--- config.mk ---
export PLATFORM = sky130hd
export DESIGN_NAME = morse_decoder_flat
export DESIGN_NICKNAME = d
export VERILOG_FILES = /design/src/rtl/morse_decoder_if.sv /design/src/rtl/morse_decoder.sv /design/src/flat_wrapper.sv
export SDC_FILE = /design/constraint.sdc
export NUM_CORES = 1
export LEC_CHECK = 0
export ABC_AREA = 1
export BUFFER_PORTS_ARGS = -buffer_cell sky130_fd_sc_hd__buf_2
export CAP_MARGIN = 20
export CELL_PAD_IN_SITES_DETAIL_PLACEMENT = 0
export CELL_PAD_IN_SITES_GLOBAL_PLACEMENT = 1
export CORE_MARGIN = 5
export CORE_UTILIZATION = 40
export DETAILED_ROUTE_END_ITERATION = 16
export PLACE_DENSITY_LB_ADDON = 0.12
export SLEW_MARGIN = 5
export SYNTH_ARGS = -nofsm -noshare
export SYNTH_HDL_FRONTEND = slang
export SYNTH_SLANG_ARGS = --single-unit
--- constraint.sdc ---
create_clock -name clock -period 1.5 [get_ports clock]
set_input_delay 0.225 -clock clock [delete_from_list [all_inputs] [get_ports clock]]
set_output_delay 0.225 -clock clock [all_outputs]
set_load 0.05 [all_outputs]
--- src/rtl/morse_decoder_if.sv ---
// Character output channel of the Morse decoder: decoded character plus a
// valid/ack handshake and status flags. The decoder drives it as master.
interface morse_decoder_if;
  logic       char_ack;
  logic [7:0] charcode_data;
  logic [3:0] charlen_data;
  logic       char_valid;
  logic       char_err;
  logic       overrun;

  modport master (
    input  char_ack,
    output charcode_data,
    output charlen_data,
    output char_valid,
    output char_err,
    output overrun
  );

  modport slave (
    output char_ack,
    input  charcode_data,
    input  charlen_data,
    input  char_valid,
    input  char_err,
    input  overrun
  );
endinterface

--- src/rtl/morse_decoder.sv ---
// Decodes a keyed Morse line into characters (dot/dash bit patterns) and word
// spaces, presented one at a time through a valid/ack output register.
module morse_decoder #(
  parameter int unsigned UNIT = 4
) (
  input  logic            clock,
  input  logic            reset,
  input  logic            key_in,
  morse_decoder_if.master char_bus
);

  localparam logic [7:0] CHAR_GAP = 8'(2 * UNIT);
  localparam logic [7:0] WORD_GAP = 8'(5 * UNIT);

  typedef enum logic [1:0] {IDLE, MARK, GAP, WGAP} state_t;

  state_t     state, state_next;
  logic       key_meta, key_s;
  logic [7:0] run_cnt, run_cnt_next, run_cnt_inc;
  logic [7:0] code, code_next;
  logic [3:0] len, len_next;
  logic       err, err_next;
  logic       is_dash;

  logic       emit;
  logic [7:0] emit_code;
  logic [3:0] emit_len;
  logic       emit_err;

  logic [7:0] out_code;
  logic [3:0] out_len;
  logic       out_err;
  logic       out_valid;
  logic       out_overrun;
  logic       ack_fire;

  assign run_cnt_inc = (run_cnt == 8'hFF) ? run_cnt : run_cnt + 8'd1;
  assign is_dash     = (run_cnt >= CHAR_GAP);

  always_ff @(posedge clock or negedge reset) begin
    if (!reset) begin
      key_meta <= 1'b0;
      key_s    <= 1'b0;
    end else begin
      key_meta <= key_in;
      key_s    <= key_meta;
    end
  end

  always_ff @(posedge clock or negedge reset) begin
    if (!reset) begin
      state   <= IDLE;
      run_cnt <= 8'd0;
      code    <= 8'd0;
      len     <= 4'd0;
      err     <= 1'b0;
    end else begin
      state   <= state_next;
      run_cnt <= run_cnt_next;
      code    <= code_next;
      len     <= len_next;
      err     <= err_next;
    end
  end

  // The character-gap threshold wins over a returning mark, so a gap of
  // exactly 2*UNIT cycles always terminates the character.
  always_comb begin
    state_next   = state;
    run_cnt_next = run_cnt;
    code_next    = code;
    len_next     = len;
    err_next     = err;
    emit         = 1'b0;
    emit_code    = code;
    emit_len     = len;
    emit_err     = err;

    case (state)
      IDLE: begin
        if (key_s) begin
          state_next   = MARK;
          run_cnt_next = 8'd1;
        end
      end

      MARK: begin
        if (key_s) begin
          run_cnt_next = run_cnt_inc;
        end else begin
          if (len == 4'd8) begin
            err_next = 1'b1;
          end else begin
            code_next[3'd7 - len[2:0]] = is_dash;
            len_next                   = len + 4'd1;
          end
          state_next   = GAP;
          run_cnt_next = 8'd1;
        end
      end

      GAP: begin
        if (run_cnt >= CHAR_GAP) begin
          emit         = 1'b1;
          code_next    = 8'd0;
          len_next     = 4'd0;
          err_next     = 1'b0;
          state_next   = WGAP;
          run_cnt_next = run_cnt_inc;
        end else if (key_s) begin
          state_next   = MARK;
          run_cnt_next = 8'd1;
        end else begin
          run_cnt_next = run_cnt_inc;
        end
      end

      WGAP: begin
        if (key_s) begin
          state_next   = MARK;
          run_cnt_next = 8'd1;
        end else if (run_cnt >= WORD_GAP) begin
          emit         = 1'b1;
          emit_code    = 8'd0;
          emit_len     = 4'd0;
          emit_err     = 1'b0;
          state_next   = IDLE;
          run_cnt_next = 8'd0;
        end else begin
          run_cnt_next = run_cnt_inc;
        end
      end

      default: begin
        state_next   = IDLE;
        run_cnt_next = 8'd0;
      end
    endcase
  end

  assign ack_fire = char_bus.char_ack & out_valid;

  // An ack in the same cycle as an emit frees the slot, so the new
  // character replaces the old one without raising overrun.
  always_ff @(posedge clock or negedge reset) begin
    if (!reset) begin
      out_code    <= 8'd0;
      out_len     <= 4'd0;
      out_err     <= 1'b0;
      out_valid   <= 1'b0;
      out_overrun <= 1'b0;
    end else begin
      if (emit) begin
        if (!out_valid || ack_fire) begin
          out_code  <= emit_code;
          out_len   <= emit_len;
          out_err   <= emit_err;
          out_valid <= 1'b1;
        end else begin
          out_overrun <= 1'b1;
        end
      end else if (ack_fire) begin
        out_valid <= 1'b0;
      end
    end
  end

  assign char_bus.charcode_data = out_code;
  assign char_bus.charlen_data  = out_len;
  assign char_bus.char_err      = out_err;
  assign char_bus.char_valid    = out_valid;
  assign char_bus.overrun       = out_overrun;

  a_len_bounded: assert property (@(posedge clock) disable iff (!reset)
    len <= 4'd8);
  a_out_len_bounded: assert property (@(posedge clock) disable iff (!reset)
    out_len <= 4'd8);

endmodule

--- src/flat_wrapper.sv ---
// flat-port wrapper written by rule: the top's interface ports become plain ports
module morse_decoder_flat 
#(
  parameter int unsigned UNIT = 4
)
  (clock, reset, key_in, char_bus_char_ack, char_bus_charcode_data, char_bus_charlen_data, char_bus_char_valid, char_bus_char_err, char_bus_overrun);
  morse_decoder_if char_bus_i ();
  input  logic clock;
  input  logic reset;
  input  logic key_in;
  input wire logic [$bits(char_bus_i.char_ack)-1:0] char_bus_char_ack;
  output wire logic [$bits(char_bus_i.charcode_data)-1:0] char_bus_charcode_data;
  output wire logic [$bits(char_bus_i.charlen_data)-1:0] char_bus_charlen_data;
  output wire logic [$bits(char_bus_i.char_valid)-1:0] char_bus_char_valid;
  output wire logic [$bits(char_bus_i.char_err)-1:0] char_bus_char_err;
  output wire logic [$bits(char_bus_i.overrun)-1:0] char_bus_overrun;
  assign char_bus_i.char_ack = char_bus_char_ack;
  assign char_bus_charcode_data = char_bus_i.charcode_data;
  assign char_bus_charlen_data = char_bus_i.charlen_data;
  assign char_bus_char_valid = char_bus_i.char_valid;
  assign char_bus_char_err = char_bus_i.char_err;
  assign char_bus_overrun = char_bus_i.overrun;
  morse_decoder #(.UNIT(UNIT)) u_core (.clock(clock), .reset(reset), .key_in(key_in), .char_bus(char_bus_i));
endmodule
==> results of run 1 <==
cell type report:
| class | count | share of cell area [%] |
|---|---|---|
| clock buffer | 5 | 2.539 |
| tap | 70 | 3.232 |
| timing repair buffer | 43 | 11.40 |
| inverter | 22 | 3.047 |
| sequential | 40 | 37.03 |
| clock inverter | 3 | 3.324 |
| multi-input combinational | 178 | 39.43 |
critical path: stages, from the launching register on:
cell and delay (ns):
dfrtp_1 0.38, ha_2 0.20, nand2_2 0.09, nor2_4 0.05, buf_4 0.13, nand3_1 0.09
nand3_1 0.08, nand2_1 0.06, nand2_1 0.06, nor2_2 0.11, nor2_1 0.05
cells in the mapped netlist:
| cell | count | share of area (%) |
|---|---|---|
| nand3_1 | 21 | 5.0 |
| nor2_1 | 14 | 2.5 |
| nand2_4 | 4 | 2.2 |
| buf_2 | 1 | 0.24 |
| o31ai_1 | 3 | 1.1 |
| buf_6 | 1 | 0.54 |
| o21ai_2 | 13 | 5.4 |
| nand3_2 | 2 | 0.96 |
| a21o_1 | 1 | 0.36 |
| clkbuf_1 | 1 | 0.18 |
| buf_8 | 1 | 0.72 |
| nor3_1 | 2 | 0.48 |
| nand4_1 | 3 | 0.90 |
| inv_2 | 3 | 0.54 |
| o21ai_0 | 16 | 3.8 |
| o211ai_1 | 3 | 1.1 |
| o21ai_1 | 3 | 0.72 |
| nand2_1 | 68 | 12 |
| xor2_1 | 3 | 1.3 |
| dfrtp_1 | 40 | 48 |
| nand2_2 | 8 | 2.4 |
| or2_2 | 1 | 0.30 |
| nor2_4 | 4 | 2.2 |
| nor2_2 | 2 | 0.60 |
| ha_1 | 4 | 2.4 |
| a21oi_1 | 3 | 0.72 |
| inv_1 | 19 | 3.4 |
logic make-up (layout without fill, tap and decap cells):
logic type / Yosys count / after routing
simple gates: 129 / 129
fa+ha+maj: 4 / 4
compound gates: 42 / 42
buf+inv: 26 / 73
flops: 40 / 40
xor+xnor: 3 / 3
worst max-delay path by stage:
| stage | startpoint | end | cells after the start |
|---|---|---|---|
| 6_report | u_core.run_cnt[0] | u_core.run_cnt[0] | 10 |
| 4_1_cts | u_core.run_cnt[1] | u_core.run_cnt[0] | 10 |
| 3_5_place_dp | u_core.run_cnt[1] | u_core.run_cnt[0] | 10 |
| 5_1_grt | u_core.run_cnt[0] | u_core.run_cnt[0] | 10 |
| 3_3_place_gp | u_core.run_cnt[1] | u_core.run_cnt[0] | 10 |
| 2_1_floorplan | u_core.run_cnt[0] | u_core.run_cnt[5] | 8 |
metrics by stage:
stage                     hold WS (ns)  instances  power, mW
after floorplan               -0.07059        244      1.787
after global placement          0.2129        345      2.080
after detailed placement        0.2145        345      2.093
after CTS                      0.03249        356      3.314
after global routing           0.03512        361      3.629
final                          0.04530        361      3.389
routing by layer:
layer  share of wire, %  track usage (%)  vias to the layer above
met4               0.69            3.488                        0
met3                5.9            3.796                        4
li1                   -                -                      891
met5                  0                0                        -
met1                 55            22.97                      770
met2                 39            19.31                       35
state kept, by name, summed over array words and instances, names as in the netlist:
name	cells
u_core.run_cnt	8
u_core.err	1
u_core.char_bus.char_err	1
u_core.key_s	1
u_core.len	4
u_core.char_bus.char_valid	1
u_core.char_bus.overrun	1
u_core.char_bus.charcode_data	8
u_core.key_meta	1
u_core.state	2
u_core.char_bus.charlen_data	4
u_core.code	8
repair_timing:
action / in CTS / in global routing
cloned: 0 / 0
setup endpoints to repair: 2 / 16
hold buffers: 1 / 0
buffers inserted: 2 / 5
hold endpoints to repair: 40 / 0
pin swaps: 1 / 7
gates resized for setup: 1 / 29
power by group through the flow:
stage	registers (mW)	logic, mW	clock network, mW
3_5_place_dp	1.31	0.785	0
3_3_place_gp	1.30	0.779	0
2_1_floorplan	1.33	0.459	0
4_1_cts	1.28	0.789	1.24
6_report	1.29	0.906	1.20
5_1_grt	1.31	1.04	1.28
==> impl_metrics.toml, run 1 <==
[outcome]
status = "complete, no violations"

[critical_path]
crit_required_ns = 1.68
reg2reg_to = "u_core.run_cnt[0]"
regToRegSetupSlack_ns = 0.09
start_kind = "register"
crit_path_end_kind = "register"
timing.rr.start = "u_core.run_cnt[0]"
ff2ff_path_depth = 10
crit_fanout = 4
crit_type = "reg2reg"
worstPathArrival_ns = 1.58

[pwr]
comb_power_share_pct = 26.7
power_frac_clock_pct = 35.3
p_per_area_nw_per_um2 = 1251
ir_drop_mv = 0.5840
p_leak_nw = 1.365
netSwitchingFraction_pct = 30.38
internal-power_mw = 2.360
switchingPower_mw = 1.030
p_seq_share_pct = 38.0

[timing]
fin_skew_ns = 0.006745
final-hold-violation-count = 0
setup_ws_ns = 0.09230
relSlewSlack_pct = 82.71
rsz0062_at_grt = "yes"
fmax_mhz = 710.4
setup_viol = 0
period_share_pct = 93.85
finalSetupTns_ns = 0
fin_crit_ns = 1.408
tightest_slew_ns = 0.2593
final_max_slew_viol_count = 0

[synth]
synthAdderAreaFrac_pct = 2.392
syn_avg_cell_area_sq_um = 8.574
yosysUniqueCellTypes = 27
syn_inst = 244
synth_compound_area_share_pct = 13.22
ys.warnings.count = 0
synth_nets = 252
seq_area_frac_synth_pct = 47.85
synth_xor_area_share_pct = 1.256
synth_top_family_by_area = "simple AND/OR/NAND/NOR gates"
synth.cell_area_sq_um = 2092
ys_ff_latch = 40
synthSimpleGateAreaFrac_pct = 29.67
synthMuxAreaShare_pct = 0

[layout]
seqCellArea_sq_um = 1003
final_cell_area_sq_um = 2710
nNetsFinal = 298
area_growth_pct = 29.55
drive_above_1_share_pct = 37.46
most-common-layout-cells = "62 x nand2_1, 38 x dfrtp_1, 21 x buf_4, 19 x nand3_1, 18 x buf_2"
fin_util_pct = 53.06
multiInputGateArea_sq_um = 1069
fillers = 500
antenna_cells = 0
layout_commonest_cell = "nand2_1"

[place]
gp_congestion = 0.7796
post-place-ws_ns = -0.04374
placed_area_sq_um = 2387
port_buffers = 18
dp_hpwl_mm = 3.280

[cts]
clockBufferDepth = 2
cts_sinks = 40
htree_num_levels = 2
cts_tree = "done"
cts_made_buffers = 5
clkTransAtPathRegs_ns = 0.07
clk_latency_ns = 0.28
root_buffer = "clkbuf_8"

[hold_path]
hold_path_depth = 1
hold_end = "u_core.key_meta"
min_path_type = "in2reg"
min_from = "key_in"

[grt]
grt_first_pass_wirelength_mm = 7.507
grt_pass1_vias = 1531
grt_use_total_pct = 14.54
antenna_found_initial = 0
grt_overflow = 0
grt_max_degree = 41

[floorplanning]
rows = 26
initial_utilization_pct = 40.96
io_pins = 19
die_x_um = 82.32
design.core.area_sq_um = 5107
fp.dieArea_sq_um = 6777
die_h_um = 82.32

[flow_run]
drv_cap = 0

[routing]
drt_iter0_markers = 90
vias = 1700
postRouteAntennaNets = 0
drtPass1Iterations = 4
drc = 0
vias_per_cell = 4.709
drt-total-wl_mm = 4.376
wl_per_cell_um = 12.12
Note: power is estimated with default switching activity, not from simulation.
==> run 2: changes to the inputs <==
- CORE_UTILIZATION: 40 -> 44
- clock period: 1.5 -> 1.6 ns (I/O delays scaled with it)
==> run 2 against run 1 <==
  * Sequential power shrank 6%
  * Via count shrank 2.5%
  * Clock skew grew 0.0012 ns
  * Sequential cell count is the same
  * Power shrank 18%
  * Largest power group unchanged
  * Highest routed layer unchanged
==> impl_metrics.toml, run 2 (synthesis gave the netlist of run 1 again) <==
[outcome]
status = "complete, no violations"

[floorplanning]
initial_utilization_pct = 44.89
design.core.area_sq_um = 4661
die_h_um = 78.96
fp.dieArea_sq_um = 6234
io_pins = 19
rows = 25
die_x_um = 78.96

[timing]
relSlewSlack_pct = 65.97
period_share_pct = 91.68
fmax_mhz = 681.7
rsz0062_at_grt = "no"
final_max_slew_viol_count = 0
fin_crit_ns = 1.467
tightest_slew_ns = 0.5104
fin_skew_ns = 0.007986
final-hold-violation-count = 0
setup_viol = 0
finalSetupTns_ns = 0

[cts]
htree_num_levels = 2
cts_tree = "done"
clockBufferDepth = 2
cts_sinks = 40
clkTransAtPathRegs_ns = 0.08
root_buffer = "clkbuf_8"
cts_made_buffers = 5
clk_latency_ns = 0.29

[pwr]
p_per_area_nw_per_um2 = 1117
total_power_mw = 2.788
p_leak_nw = 1.284
ir_drop_mv = 0.5517

[grt]
grt_use_total_pct = 15.54
grt_max_degree = 22
grt_first_pass_wirelength_mm = 7.583
antenna_found_initial = 0
grt_overflow = 0
grt_pass1_vias = 1614

[critical_path]
path_delay_family = "simple AND/OR/NAND/NOR gates"
slowest_delay_ns = 0.44
slowest_stage = "dfrtp_1"
crit_type = "reg2reg"
crit_path_end_kind = "register"
worstPathArrival_ns = 1.68
crit_fanout = 8
start_kind = "register"
crit_path_frequent_cell = "nand2_4"
crit_required_ns = 1.82
path_cells = "nor2_4 > nand2_2 > nor2_4 > nor2_2 > nand2_4 > nand2_4 > nand2_4 > buf_4 > nand2_1 > o21ai_2"
crit_buf_inv = 1
regToRegSetupSlack_ns = 0.13

[routing]
postRouteAntennaNets = 0
vias_per_cell = 4.964
vias = 1658
wl_per_cell_um = 12.84
drt-total-wl_mm = 4.290
drtPass1Iterations = 4
drc = 0
drt_iter0_markers = 61

[layout]
drive_above_1_share_pct = 31.07
area_growth_pct = 19.38
most-common-layout-cells = "63 x nand2_1, 39 x dfrtp_1, 21 x nand3_1, 18 x inv_1, 18 x buf_2"
nNetsFinal = 287
final_cell_area_sq_um = 2497
fin_util_pct = 53.58
antenna_cells = 0
layout_commonest_cell = "nand2_1"

[place]
gp_congestion = 0.7930
placed_area_sq_um = 2315
port_buffers = 18
dp_hpwl_mm = 3.220

[flow_run]
drv_cap = 0

[hold_path]
min_path_type = "in2reg"
==> run 2: cell types whose count changed in the layout (fill, tap and decap cells not counted), moves of 2 or more <==
cell       before  now
nor2_2          6    3
nor2_1         10   13
buf_4          21   11
nand3_1        19   21
bufinv_16       3    1
o31ai_4         2    0
==> run 2: worst paths after layout <==
path                            depth (start not counted)                               end               from
max in group asynchronous                               3                     u_core.len[1]              reset
worst min register to register                          0                      u_core.key_s    u_core.key_meta
worst max register to register                         10  u_core.char_bus.charcode_data[0]  u_core.run_cnt[7]
min in group asynchronous                               2                 u_core.run_cnt[0]              reset
worst max-delay path                                   10  u_core.char_bus.charcode_data[0]  u_core.run_cnt[7]
worst min-delay path                                    1                   u_core.key_meta             key_in
==> run 2: final cells by class <==
type | instances | area (sq um)
repair buffers | 32 | 222.7
fillers | 448 | 2163
well taps | 54 | 67.56
multi-input cells | 178 | 1011
clock inverters | 3 | 42.54
inverters | 22 | 82.58
clock buffers | 5 | 68.82
flip-flops and latches | 40 | 1002
==> run 2: through the flow <==
| step | hold slack, ns | cells | setup WS [ns] |
|---|---|---|---|
| after floorplan | -0.05559 | 244 | 0.2268 |
| after global placement | 0.2439 | 322 | 0.01186 |
| after detailed placement | 0.2424 | 322 | 0.01657 |
| after CTS | 0.04373 | 332 | 0.007787 |
| after global routing | 0.03954 | 334 | 0.009155 |
| final | 0.05534 | 334 | 0.1332 |
==> run 2: report_power, final <==
| part | internal [mW] | switching, mW | leakage [nW] |
|---|---|---|---|
| Sequential | 1.12 | 0.0938 | 0.536 |
| Combinational | 0.273 | 0.480 | 0.693 |
| Clock | 0.462 | 0.364 | 0.0541 |
| Total | 1.85 | 0.938 | 1.28 |
==> run 2: routing by layer <==
| layer | track usage (%) | wire length (um) |
|---|---|---|
| met2 | 22.58 | 1758 |
| met3 | 2.948 | 193 |
| met1 | 23.23 | 2301 |
| met5 | 0 | 0 |
| met4 | 5.155 | 36 |
==> run 2: worst reg2reg max path, stage by stage, from the launching register on <==
cell and delay [ns]:
dfrtp_1 0.44, nor2_4 0.16, nand2_2 0.07, nor2_4 0.13, nor2_2 0.06, nand2_4 0.09, nand2_4 0.06, nand2_4 0.11
buf_4 0.17, nand2_1 0.06, o21ai_2 0.05
==> run 2: what timing repair did <==
action                                  4_1_cts  5_1_grt
endpoints found under the hold margin        19        0
pin swaps                                     1        2
gates resized for setup                       0       14
hold buffers                                  1        0
endpoints found under the setup margin        1       15
buffers inserted                              1        2
==> run 3: changes to the inputs <==
- MAX_ROUTING_LAYER: default -> met4
==> run 3 against run 2 <==
  * Worst hold slack is essentially flat
  * Core utilization is the same
  * Register-to-register slack is essentially flat
  * Sequential share of layout area is the same
  * Die area is the same
  * Final area is the same
  * First-iteration DRC count is the same
  * Sequential cell count is the same
  * Non-clock buffer count is the same
  * Combinational power is essentially flat
  * Critical endpoint unchanged
  * Largest cell class unchanged
  * Highest routed layer unchanged
==> impl_metrics.toml, run 3 (synthesis gave the netlist of run 1 again) <==
[outcome]
status = "complete, no violations"

[routing]
wl_per_cell_um = 12.85
vias_per_cell = 4.964
drt_iter0_markers = 61
drt-total-wl_mm = 4.291
drc = 0
drtPass1Iterations = 4
postRouteAntennaNets = 0
vias = 1658

[timing]
fmax_mhz = 681.7
fin_crit_ns = 1.467
fin_skew_ns = 0.008023
tightest_slew_ns = 0.5104
relSlewSlack_pct = 65.97
setup_viol = 0
period_share_pct = 91.68
finalSetupTns_ns = 0
rsz0062_at_grt = "no"
final_max_slew_viol_count = 0
setup_ws_ns = 0.1332
final-hold-violation-count = 0

[critical_path]
reg2reg_to = "u_core.char_bus.charcode_data[0]"
crit_fanout = 8
worstPathArrival_ns = 1.69
crit_path_end_kind = "register"
crit_path_frequent_cell = "nand2_4"
slowest_delay_ns = 0.44
ff2ff_path_depth = 10
timing.rr.start = "u_core.run_cnt[7]"
slowest_stage = "dfrtp_1"
crit_type = "reg2reg"
crit_end = "u_core.char_bus.charcode_data[0]"
critPathLaunch = "u_core.run_cnt[7]"
regToRegSetupSlack_ns = 0.13
path_cells = "nor2_4 > nand2_2 > nor2_4 > nor2_2 > nand2_4 > nand2_4 > nand2_4 > buf_4 > nand2_1 > o21ai_2"
crit_required_ns = 1.82
start_kind = "register"

[pwr]
ir_drop_mv = 0.5519
p_per_area_nw_per_um2 = 1117
p_leak_nw = 1.284

[grt]
grt_pass1_vias = 1615
grt_use_total_pct = 15.97
grt_max_degree = 22
grt_first_pass_wirelength_mm = 7.576
grt_overflow = 0
antenna_found_initial = 0

[place]
dp.cells = 322
post-place-ws_ns = 0.01657
port_buffers = 18
gp_congestion = 0.8042
placed_area_sq_um = 2315
dp_hpwl_mm = 3.220

[cts]
cts_sinks = 40
clk_latency_ns = 0.29
cts_made_buffers = 5
cts_tree = "done"
root_buffer = "clkbuf_8"
htree_num_levels = 2
clockBufferDepth = 2
clkTransAtPathRegs_ns = 0.08

[layout]
drive_above_1_share_pct = 31.07
nNetsFinal = 287
antenna_cells = 0
fillers = 448
most-common-layout-cells = "63 x nand2_1, 39 x dfrtp_1, 21 x nand3_1, 18 x inv_1, 18 x buf_2"
final_cells = 334
layout_commonest_cell = "nand2_1"
area_growth_pct = 19.38
final_cell_area_sq_um = 2497

[floorplanning]
fp.dieArea_sq_um = 6234
design.core.area_sq_um = 4661
initial_utilization_pct = 44.89
die_h_um = 78.96
rows = 25
die_x_um = 78.96
io_pins = 19

[hold_path]
min_path_type = "in2reg"

[flow_run]
drv_cap = 0
-- run 3: final cells by class --
class	count	area (sq um)	share of cell area (%)
sequential	40	1002	40.13
multi-input combinational	178	1011	40.48
clock inverter	3	42.54	1.703
clock buffer	5	68.82	2.756
timing repair buffer	32	222.7	8.918
tap	54	67.56	2.705
inverter	22	82.58	3.307
-- run 3: routing by layer --
layer	wire (um)	global-route usage (%)
met2	1761	22.58
met3	195	2.948
met5	0	-
met1	2301	23.23
met4	33	5.155
-- run 3: how the worst min path moves through the flow --
stage / start / to / slack, ns / cells after the start
2_1_floorplan: reset / u_core.char_bus.char_err / -0.06 / 0
3_3_place_gp: reset / u_core.run_cnt[1] / 0.24 / 1
3_5_place_dp: reset / u_core.run_cnt[0] / 0.24 / 1
4_1_cts: key_in / u_core.key_meta / 0.04 / 1
5_1_grt: key_in / u_core.key_meta / 0.04 / 1
6_report: key_in / u_core.key_meta / 0.06 / 1
-- run 3: metrics by stage --
stage | hold slack (ns) | utilization (%) | power, mW
floorplan | -0.05559 | - | 1.675
global route | 0.03956 | 53.58 | 2.985
finish | 0.05513 | 53.58 | 2.789
CTS | 0.04373 | 52.43 | 2.761
detailed placement | 0.2424 | 49.66 | 1.911
global placement | 0.2439 | 49.66 | 1.913
-- run 3: repair_timing --
item | in CTS | in global routing
hold endpoints to repair | 19 | 0
resized for setup | 0 | 14
setup endpoints to repair | 1 | 15
hold buffers | 1 | 0
pin swaps | 1 | 2
setup buffers | 1 | 2
-- run 3: worst max-delay path: cells and delay by family (launching register included) --
family,cells,cell delay [ns]
AND/OR/NAND/NOR,8,0.74
buffers and inverters,1,0.17
AO/OA/AOI/OAI,1,0.05
flip-flops,1,0.44
-- run 3: report_power, final --
group          total, mW  switching (mW)  leakage, nW  internal (mW)
combinational      0.753           0.480        0.693          0.273
sequential          1.21          0.0938        0.536           1.12
clock              0.826           0.364       0.0541          0.462
